<file path="src/rtl/udp_header_insert.sv">
// Prepends an 8-byte UDP header beat to each 64-bit AXI-Stream payload and emits IP-level metadata.
// Optional payload length checking is enabled with `define UDP_LEN_CHECK_EN.
module udp_header_insert #(
  parameter int DATA_WIDTH   = 64,
  parameter int META_WIDTH   = 128,
  parameter int IPMETA_WIDTH = 80
) (
  input  logic                    clk,
  input  logic                    rstn,
  input  logic [META_WIDTH-1:0]   s_meta,
  input  logic                    s_meta_valid,
  output logic                    s_meta_ready,
  input  logic [DATA_WIDTH-1:0]   s_axis_tdata,
  input  logic [7:0]              s_axis_tkeep,
  input  logic                    s_axis_tvalid,
  output logic                    s_axis_tready,
  input  logic                    s_axis_tlast,
  output logic [DATA_WIDTH-1:0]   m_axis_tdata,
  output logic [7:0]              m_axis_tkeep,
  output logic                    m_axis_tvalid,
  input  logic                    m_axis_tready,
  output logic                    m_axis_tlast,
  output logic [IPMETA_WIDTH-1:0] m_ipmeta,
  output logic                    m_ipmeta_valid,
  input  logic                    m_ipmeta_ready,
  output logic                    len_err,
  output logic [15:0]             len_err_cnt
);

  typedef enum logic [1:0] {IDLE, HEADER, PAYLOAD} state_t;

  state_t      state, state_nx;
  logic        adv;
  logic        meta_hs;
  logic        pay_hs;
  logic [15:0] src_port;
  logic [15:0] dst_port;
  logic [15:0] payload_len;
  logic [15:0] udp_len;
  logic [15:0] meta_udp_len;
  logic [63:0] hdr_word;

  assign adv          = !m_axis_tvalid || m_axis_tready;
  assign meta_hs      = s_meta_ready && s_meta_valid;
  assign pay_hs       = s_axis_tready && s_axis_tvalid;
  assign meta_udp_len = s_meta[31:16] + 16'd8;

  // Byte lane 0 goes first on the wire, so each 16-bit field is byte-swapped into network order.
  assign hdr_word = {16'h0000, udp_len[7:0], udp_len[15:8],
                     dst_port[7:0], dst_port[15:8], src_port[7:0], src_port[15:8]};

  always_ff @(posedge clk) begin
    if (!rstn) state <= IDLE;
    else       state <= state_nx;
  end

  always_comb begin
    state_nx      = state;
    s_meta_ready  = 1'b0;
    s_axis_tready = 1'b0;
    case (state)
      IDLE: begin
        s_meta_ready = rstn && !m_ipmeta_valid && adv;
        if (s_meta_ready && s_meta_valid) state_nx = HEADER;
      end
      HEADER: begin
        if (adv) state_nx = (payload_len == 16'd0) ? IDLE : PAYLOAD;
      end
      PAYLOAD: begin
        s_axis_tready = rstn && adv;
        if (s_axis_tready && s_axis_tvalid && s_axis_tlast) state_nx = IDLE;
      end
      default: state_nx = IDLE;
    endcase
  end

  always_ff @(posedge clk) begin
    if (!rstn) begin
      src_port       <= '0;
      dst_port       <= '0;
      payload_len    <= '0;
      udp_len        <= '0;
      m_ipmeta       <= '0;
      m_ipmeta_valid <= 1'b0;
      m_axis_tdata   <= '0;
      m_axis_tkeep   <= '0;
      m_axis_tvalid  <= 1'b0;
      m_axis_tlast   <= 1'b0;
    end else begin
      if (m_ipmeta_valid && m_ipmeta_ready) m_ipmeta_valid <= 1'b0;
      if (meta_hs) begin
        src_port       <= s_meta[63:48];
        dst_port       <= s_meta[47:32];
        payload_len    <= s_meta[31:16];
        udp_len        <= meta_udp_len;
        m_ipmeta       <= {s_meta[127:96], s_meta[95:64], meta_udp_len};
        m_ipmeta_valid <= 1'b1;
      end
      case (state)
        IDLE: begin
          if (adv) m_axis_tvalid <= 1'b0;
        end
        HEADER: begin
          if (adv) begin
            m_axis_tdata  <= hdr_word;
            m_axis_tkeep  <= 8'hFF;
            m_axis_tvalid <= 1'b1;
            m_axis_tlast  <= (payload_len == 16'd0);
          end
        end
        PAYLOAD: begin
          if (adv) begin
            if (s_axis_tvalid) begin
              m_axis_tdata  <= s_axis_tdata;
              m_axis_tkeep  <= s_axis_tkeep;
              m_axis_tlast  <= s_axis_tlast;
              m_axis_tvalid <= 1'b1;
            end else begin
              m_axis_tvalid <= 1'b0;
            end
          end
        end
        default: m_axis_tvalid <= 1'b0;
      endcase
    end
  end

`ifdef UDP_LEN_CHECK_EN
  function automatic logic [3:0] popcnt(input logic [7:0] k);
    logic [3:0] c;
    c = '0;
    for (int unsigned i = 0; i < 8; i++) c = c + {3'b000, k[i]};
    return c;
  endfunction

  logic [15:0] byte_cnt;
  logic [15:0] byte_sum;

  assign byte_sum = byte_cnt + {12'h000, popcnt(s_axis_tkeep)};

  always_ff @(posedge clk) begin
    if (!rstn) begin
      byte_cnt    <= '0;
      len_err     <= 1'b0;
      len_err_cnt <= '0;
    end else begin
      len_err <= 1'b0;
      if (meta_hs)     byte_cnt <= '0;
      else if (pay_hs) byte_cnt <= byte_sum;
      // The tlast beat's own bytes are included via byte_sum before comparing.
      if (pay_hs && s_axis_tlast && (byte_sum != payload_len)) begin
        len_err <= 1'b1;
        if (len_err_cnt != 16'hFFFF) len_err_cnt <= len_err_cnt + 16'd1;
      end
    end
  end
`else
  assign len_err     = 1'b0;
  assign len_err_cnt = '0;
`endif

endmodule

</file>
<file path="config.mk">
export PLATFORM = sky130hd
export DESIGN_NAME = udp_header_insert
export DESIGN_NICKNAME = d
export VERILOG_FILES = /design/src/rtl/udp_header_insert.sv
export SDC_FILE = /design/constraint.sdc
export NUM_CORES = 1
export LEC_CHECK = 0
export CAP_MARGIN = 20
export CORE_AREA = 2 2 150 152
export DETAILED_ROUTE_END_ITERATION = 8
export DIE_AREA = 0 0 152 154
export GPL_ROUTABILITY_DRIVEN = 0
export GPL_TIMING_DRIVEN = 0
export PLACE_DENSITY = 0.77
export SLEW_MARGIN = 20
export SYNTH_ARGS = -nofsm -noshare
export SYNTH_HDL_FRONTEND = slang
export SYNTH_SLANG_ARGS = --single-unit
</file>
<file path="constraint.sdc">
create_clock -name clk -period 2.5 [get_ports clk]
set_input_delay 0.375 -clock clk [delete_from_list [all_inputs] [get_ports clk]]
set_output_delay 0.375 -clock clk [all_outputs]
set_load 0.01 [all_outputs]
</file>
==> results of run 1 <==
## where the power goes
group,switching [mW],total [mW],internal [mW]
combinational,1.12,2.41,1.29
clock,1.32,3.49,2.17
sequential,0.202,3.78,3.57
total,2.65,9.68,7.03
## cell usage in the layout (no fill, tap or decap), drive strengths merged, types with 2 or more instances in the layout
cell type	instances
buf	58
nand4	4
clkbuf	71
xor2	3
o211a	59
o21ai	9
nand2b	3
dfxtp	202
mux2i	49
nor3	5
conb	17
bufinv	3
a21oi	11
nand2	300
and3	3
ha	4
xnor2	8
and2	2
nand3	23
nand3b	8
o21a	2
inv	4
a21boi	130
nor2	3
clkdlybuf4s50	346
nor4	5
## what timing repair did
item                       in CTS  in global routing
gates resized for setup         1                  3
gates cloned                    0                  1
setup endpoints to repair       1                  1
pin swaps                       0                  0
## registers in the layout, indices dropped and copies added, names as in the netlist
name / count
dst_port: 16
m_axis_tdata: 64
m_axis_tkeep: 8
m_axis_tlast: 1
m_axis_tvalid: 1
m_ipmeta: 80
m_ipmeta_valid: 1
payload_len: 13
src_port: 16
state: 2
## metrics by stage
step / setup TNS, ns / setup WS [ns] / total power [mW] / instance area, sq um / hold WS, ns
3_3_place_gp: -0.0894 / -0.0377 / 6.21 / 12400 / 0.439
3_5_place_dp: -0.311 / -0.107 / 6.25 / 12400 / 0.444
4_1_cts: 0 / 0.0245 / 9.76 / 13100 / 0.394
6_report: 0 / 0.0830 / 9.68 / 13200 / 0.419
2_1_floorplan: 0 / 0.653 / 4.97 / 8540 / 0.443
5_1_grt: -0.00617 / -0.00617 / 10.1 / 13200 / 0.394
## worst paths after layout
check,from,endpoint,slack (ns),cells after the start
setup / recovery,state[0],s_axis_tready,0.08,5
hold / removal,s_meta[116],m_ipmeta[68],0.42,3
setup reg to reg,state[0],m_ipmeta[8],0.24,8
hold reg to reg,m_ipmeta[66],m_ipmeta[66],0.45,2
## cell families (layout without fill, tap and decap cells)
kind of cell,count (synthesis),in the layout
and+or+nand+nor,360,360
AOI/OAI and AO/OA,215,215
DFF,202,202
buffers and inverters,99,484
muxes,50,50
xor gates and xnor gates,11,11
adders and majority gates,4,4
other,1,17
## worst register-to-register path, stage by stage (launching register included)
cell	delay [ns]
dfxtp_1	0.33
inv_1	0.09
ha_1	0.23
nand2_1	0.12
nor3_4	0.47
buf_2	0.39
buf_2	0.32
o21ai_0	0.11
a21oi_1	0.14
## cell type report
type	instances	area, sq um	area share [%]
Clock buffer	35	681	5.17
Multi-Input combinational cell	657	3930	29.8
Inverter	4	15.0	0.114
Sequential cell	202	4040	30.7
Timing Repair Buffer	347	3490	26.5
Tap cell	280	350	2.66
Buffer	93	561	4.26
Clock inverter	5	103	0.779
## routing by layer
metal / vias to the layer above / wire length [um]
met5: - / 0
met4: 0 / 854
met3: 55 / 2560
met2: 333 / 13500
met1: 3669 / 11700
li1: 3908 / -
==> results.py, run 1 <==
metrics = {
    "status": {
        "status": "complete, no violations",
    },
    "finish": {
        "syn_to_final_growth_pct": 55.3,
        "n_antenna_cell": 0,
        "fin_cells": 1623,
        "final_util_pct": 60.7,
        "drive_gt1_share_pct": 7.30,
        "num-fill-cells": 1847,
        "fin_nets": 1539,
    },
    "sta": {
        "worst_pin_slew_ns": 0.823,
        "fmax_mhz": 414,
        "finalClockSkew_ns": 0.0104,
        "fin_crit_ns": 2.42,
        "finalHoldViolCount": 0,
        "setup-violations-final": 0,
        "drv_slew": 0,
        "maxSlewHeadroom_pct": 45.1,
        "post-route-period-util_pct": 96.7,
    },
    "route": {
        "first_pass_iters": 5,
        "num_vias": 7965,
        "viasPerCell": 4.91,
        "drtIter0Drc": 305,
        "ant_nets": 0,
        "drc_errors": 0,
        "wl_um": 28600,
        "wl_per_cell_um": 17.6,
    },
    "critical_path": {
        "cp.required_ns": 2.12,
        "cp_slowest_cell": "clkdlybuf4s50_1",
        "max_stage_delay_ns": 0.55,
        "cp_num_buf_inv": 3,
        "critPathLaunchType": "flip-flop",
        "end_kind": "output pin",
        "crit_type": "flip-flop to output pin",
        "path_cells": "inv_1 -> ha_2 -> buf_12 -> and3_1 -> clkdlybuf4s50_1",
        "crit_family": "buffers and inverters",
        "crit_arrival_ns": 2.04,
        "crit_fanout": 13,
    },
    "cts": {
        "clock_path_buffers": 3,
        "path_clk_slew_ns": 0.06,
        "clock-sinks": 202,
        "cts_hold_buf": 0,
        "cts-root-buf": "clkbuf_16",
        "htreeDepth": 1,
        "cts_buffers": 23,
        "cts_tree": "built",
        "clk_latency_ns": 0.50,
        "postCtsSetupBuffers": 0,
    },
    "logic_synthesis": {
        "synth_area_leaders": "dfxtp_1 48%, nand2_1 13%, a21boi_0 8.9%",
        "synth_top_cell_by_area": "dfxtp_1",
        "synthTopCellsByCount": "300 x nand2_1, 202 x dfxtp_1, 101 x a21boi_0",
        "syn_avg_cell_area_sq_um": 9.00,
        "synth_cell_type_count": 39,
        "synth_top_area_share_pct": 47.7,
        "synth_top_family_by_area": "compound AO/OA/AOI/OAI gates",
        "synth_xor_area_share_pct": 1.14,
        "mappedNetlistArea_sq_um": 8480,
        "synthMuxAreaShare_pct": 5.96,
        "synth-compound-area-share_pct": 20.3,
        "synth-edff-count": 0,
        "synth_flop_cell": "dfxtp_1",
        "syn_inst": 942,
        "ys.warnings.count": 0,
        "ys_seq_area_share_pct": 47.7,
        "synthMostInstantiatedCell": "nand2_1",
        "async_flop_share_pct": 0,
        "synthAdderAreaFrac_pct": 0.590,
        "synth-simple-area-share_pct": 17.6,
        "ys_ff_latch": 202,
    },
    "die": {
        "die_w_um": 152,
        "boundaryPins": 381,
        "start_util_pct": 39.1,
        "num_rows": 54,
        "dieArea_sq_um": 23400,
        "die_h_um": 154,
        "core_area_sq_um": 21700,
    },
    "min_path": {
        "timing.hold.worst.class": "primary input to flip-flop",
    },
    "global_route": {
        "grtUsageMet3_pct": 7.16,
        "grt_pass1_vias": 7899,
        "antenna_found_initial": 1,
        "use_met2_pct": 40.1,
        "track_usage_pct": 23.3,
        "top_usage_layer": "met2",
        "gr-total-overflow": 0,
        "grt_max_degree": 27,
        "grt_pass1_wl_um": 44200,
        "use_met1_pct": 28.1,
    },
    "placement": {
        "dp.cells": 1584,
        "io_buffers": 346,
        "dpl.hpwl_um": 21500,
    },
    "power": {
        "ir_drop_uv": 472,
        "power_density_nw_per_um2": 735,
        "power.leakage_nw": 5.32,
    },
    "flow_run": {
        "maxCapViolations": 0,
    },
}
Power figures use the tool's default switching activity.
==> inputs of run 2 (changes only) <==
--- a/config.mk
+++ b/config.mk
@@ -7,6 +7,7 @@
 export LEC_CHECK = 0
 export CAP_MARGIN = 20
 export CORE_AREA = 2 2 150 152
+export CTS_CLUSTER_DIAMETER = 80
 export DETAILED_ROUTE_END_ITERATION = 8
 export DIE_AREA = 0 0 152 154
 export GPL_ROUTABILITY_DRIVEN = 0
==> results of run 2 <==
No change in the layout: final DEF, timing and power equal those of run 1.
==> inputs of run 3 (changes only) <==
--- a/config.mk
+++ b/config.mk
@@ -10,10 +10,11 @@
 export CTS_CLUSTER_DIAMETER = 80
 export DETAILED_ROUTE_END_ITERATION = 8
 export DIE_AREA = 0 0 152 154
+export DONT_BUFFER_PORTS = 1
 export GPL_ROUTABILITY_DRIVEN = 0
 export GPL_TIMING_DRIVEN = 0
-export PLACE_DENSITY = 0.77
-export SLEW_MARGIN = 20
+export PLACE_DENSITY = 0.54
+export SLEW_MARGIN = 15
 export SYNTH_ARGS = -nofsm -noshare
 export SYNTH_HDL_FRONTEND = slang
 export SYNTH_SLANG_ARGS = --single-unit
==> results.py, run 3 (synthesized netlist as in run 1, its figures left out) <==
metrics = {
    "critical_path": {
        "cp_slowest_cell": "buf_2",
        "end_kind": "output pin",
        "critPathLaunchType": "flip-flop",
        "cp-startpoint": "state[0]",
        "crit_arrival_ns": 1.95,
        "crit_type": "flip-flop to output pin",
        "max_stage_delay_ns": 0.41,
        "r2r_end": "m_ipmeta[66]",
        "crit_fanout": 19,
        "cp_num_buf_inv": 3,
        "rr_worst_depth": 6,
        "cp.required_ns": 2.12,
        "crit_family": "buffers and inverters",
        "rrSetupSlack_ns": 0.25,
        "path_cells": "inv_1 -> ha_1 -> buf_4 -> buf_2 -> and3_1",
        "r2r-start": "m_ipmeta_valid",
        "worst-path-stages": 5,
    },
    "sta": {
        "fin_ws_ns": 0.172,
        "rsz0062_at_grt": "no",
        "maxSlewHeadroom_pct": 39.2,
        "fin_crit_ns": 2.33,
        "drv_slew": 0,
        "tns_ns": 0,
        "finalClockSkew_ns": 0.0135,
        "setup-violations-final": 0,
        "post-route-period-util_pct": 93.1,
        "holdWs_ns": 0.0133,
        "fmax_mhz": 430,
        "finalHoldViolCount": 0,
        "worst_pin_slew_ns": 0.912,
    },
    "global_route": {
        "gr-total-overflow": 0,
        "grt_pass1_vias": 7129,
        "track_usage_pct": 22.9,
        "antenna_found_initial": 2,
        "grt_max_degree": 20,
        "grt_pass1_wl_um": 42400,
    },
    "die": {
        "die_h_um": 154,
        "dieArea_sq_um": 23400,
        "core_area_sq_um": 21700,
        "die_w_um": 152,
        "num_rows": 54,
        "start_util_pct": 39.1,
        "boundaryPins": 381,
    },
    "min_path": {
        "hold_start": "s_meta[38]",
        "hold-path-endpoint": "dst_port[6]",
        "whs_path_depth": 2,
        "timing.hold.worst.class": "primary input to flip-flop",
    },
    "route": {
        "ant_nets": 0,
        "drtIter0Drc": 370,
        "num_vias": 7023,
        "wl_um": 27800,
        "wl_per_cell_um": 20.3,
        "first_pass_iters": 5,
        "viasPerCell": 5.12,
        "drc_errors": 0,
    },
    "flow_run": {
        "maxCapViolations": 0,
    },
    "finish": {
        "largest_reg_flops": 80,
        "fin_area_sq_um": 10600,
        "syn_to_final_growth_pct": 24.6,
        "top_regs": "m_ipmeta x80, m_axis_tdata x64",
        "multiInputGateArea_sq_um": 3920,
        "layout_common_cells": "300 x nand2_1, 202 x dfxtp_1, 101 x a21boi_0",
        "largest-register": "m_ipmeta",
        "fin_nets": 1287,
        "regArea_sq_um": 4040,
        "drive_gt1_share_pct": 8.91,
        "num-fill-cells": 2111,
        "final_common_cell": "nand2_1",
    },
    "cts": {
        "cts-root-buf": "clkbuf_16",
        "path_clk_slew_ns": 0.06,
        "cts_tree": "built",
        "clock-sinks": 202,
        "htreeDepth": 1,
        "clk_latency_ns": 0.52,
        "cts_buffers": 24,
        "clock_path_buffers": 3,
    },
    "placement": {
        "placed_cell_area_sq_um": 8890,
        "dpl_worst_slack_ns": 0.181,
        "dpl.hpwl_um": 20700,
        "io_buffers": 0,
    },
    "power": {
        "ir_drop_uv": 455,
        "power.leakage_nw": 4.40,
        "power_density_nw_per_um2": 831,
    },
    "status": {
        "status": "complete, no violations",
    },
}
-- run 3: cell count changes in the layout (fill, tap and decap cells not counted), moves of 2 or more --
cell	previous run	this run
clkdlybuf4s50_1	346	0
dlygate4sd3_1	0	93
bufinv_16	3	0
diode_2	0	2
-- run 3: report_power, final --
part	total (mW)	internal, mW	switching, mW
combinational	1.45	0.649	0.799
clock	3.34	1.98	1.36
sequential	4.00	3.58	0.420
-- run 3: worst register-to-register path, cell delays in order, from the launching register on --
cell      delay, ns
dfxtp_1        0.43
nand2b_2       0.29
nor3_4         0.50
buf_2          0.39
buf_2          0.31
nand2_1        0.13
a21boi_1       0.13
-- run 3: metrics by stage --
step	total power, mW	instances	util [%]
2_1_floorplan	4.97	958	-
3_5_place_dp	5.41	1238	41.0
5_1_grt	9.19	1369	48.7
6_report	8.79	1371	48.7
4_1_cts	8.87	1369	48.7
3_3_place_gp	5.38	1238	41.0
-- run 3: routing by layer --
metal / global-route usage [%] / share of wire, %
met2: 41.4 / 50
met4: 5.65 / 2.1
met3: 7.05 / 9.0
met5: 0 / 0.058
met1: 26.4 / 39
-- run 3: area by class of cell --
class	instances	area share [%]
timing repair buffer	93	8.81
multi-input combinational	657	37.1
antenna	2	0.0474
sequential	202	38.3
clock buffer	36	6.88
inverter	4	0.142
tap	280	3.32
buffer	94	5.23
clock inverter	3	0.178
-- run 3: repair_timing --
item / 4_1_cts / 5_1_grt
gates resized for setup: 0 / 0
hold buffers: 93 / 0
setup endpoints to repair: 1 / 0
hold endpoints to repair: 93 / 0
buffers inserted: 0 / 0
-- run 3: worst max-delay path by stage --
| stage | to | slack, ns |
|---|---|---|
| after floorplan | m_axis_tdata[0] | 0.65 |
| after global placement | m_ipmeta[8] | 0.20 |
| after detailed placement | m_ipmeta[8] | 0.18 |
| after CTS | s_axis_tready | 0.14 |
| after global routing | s_axis_tready | 0.05 |
| final | s_axis_tready | 0.17 |
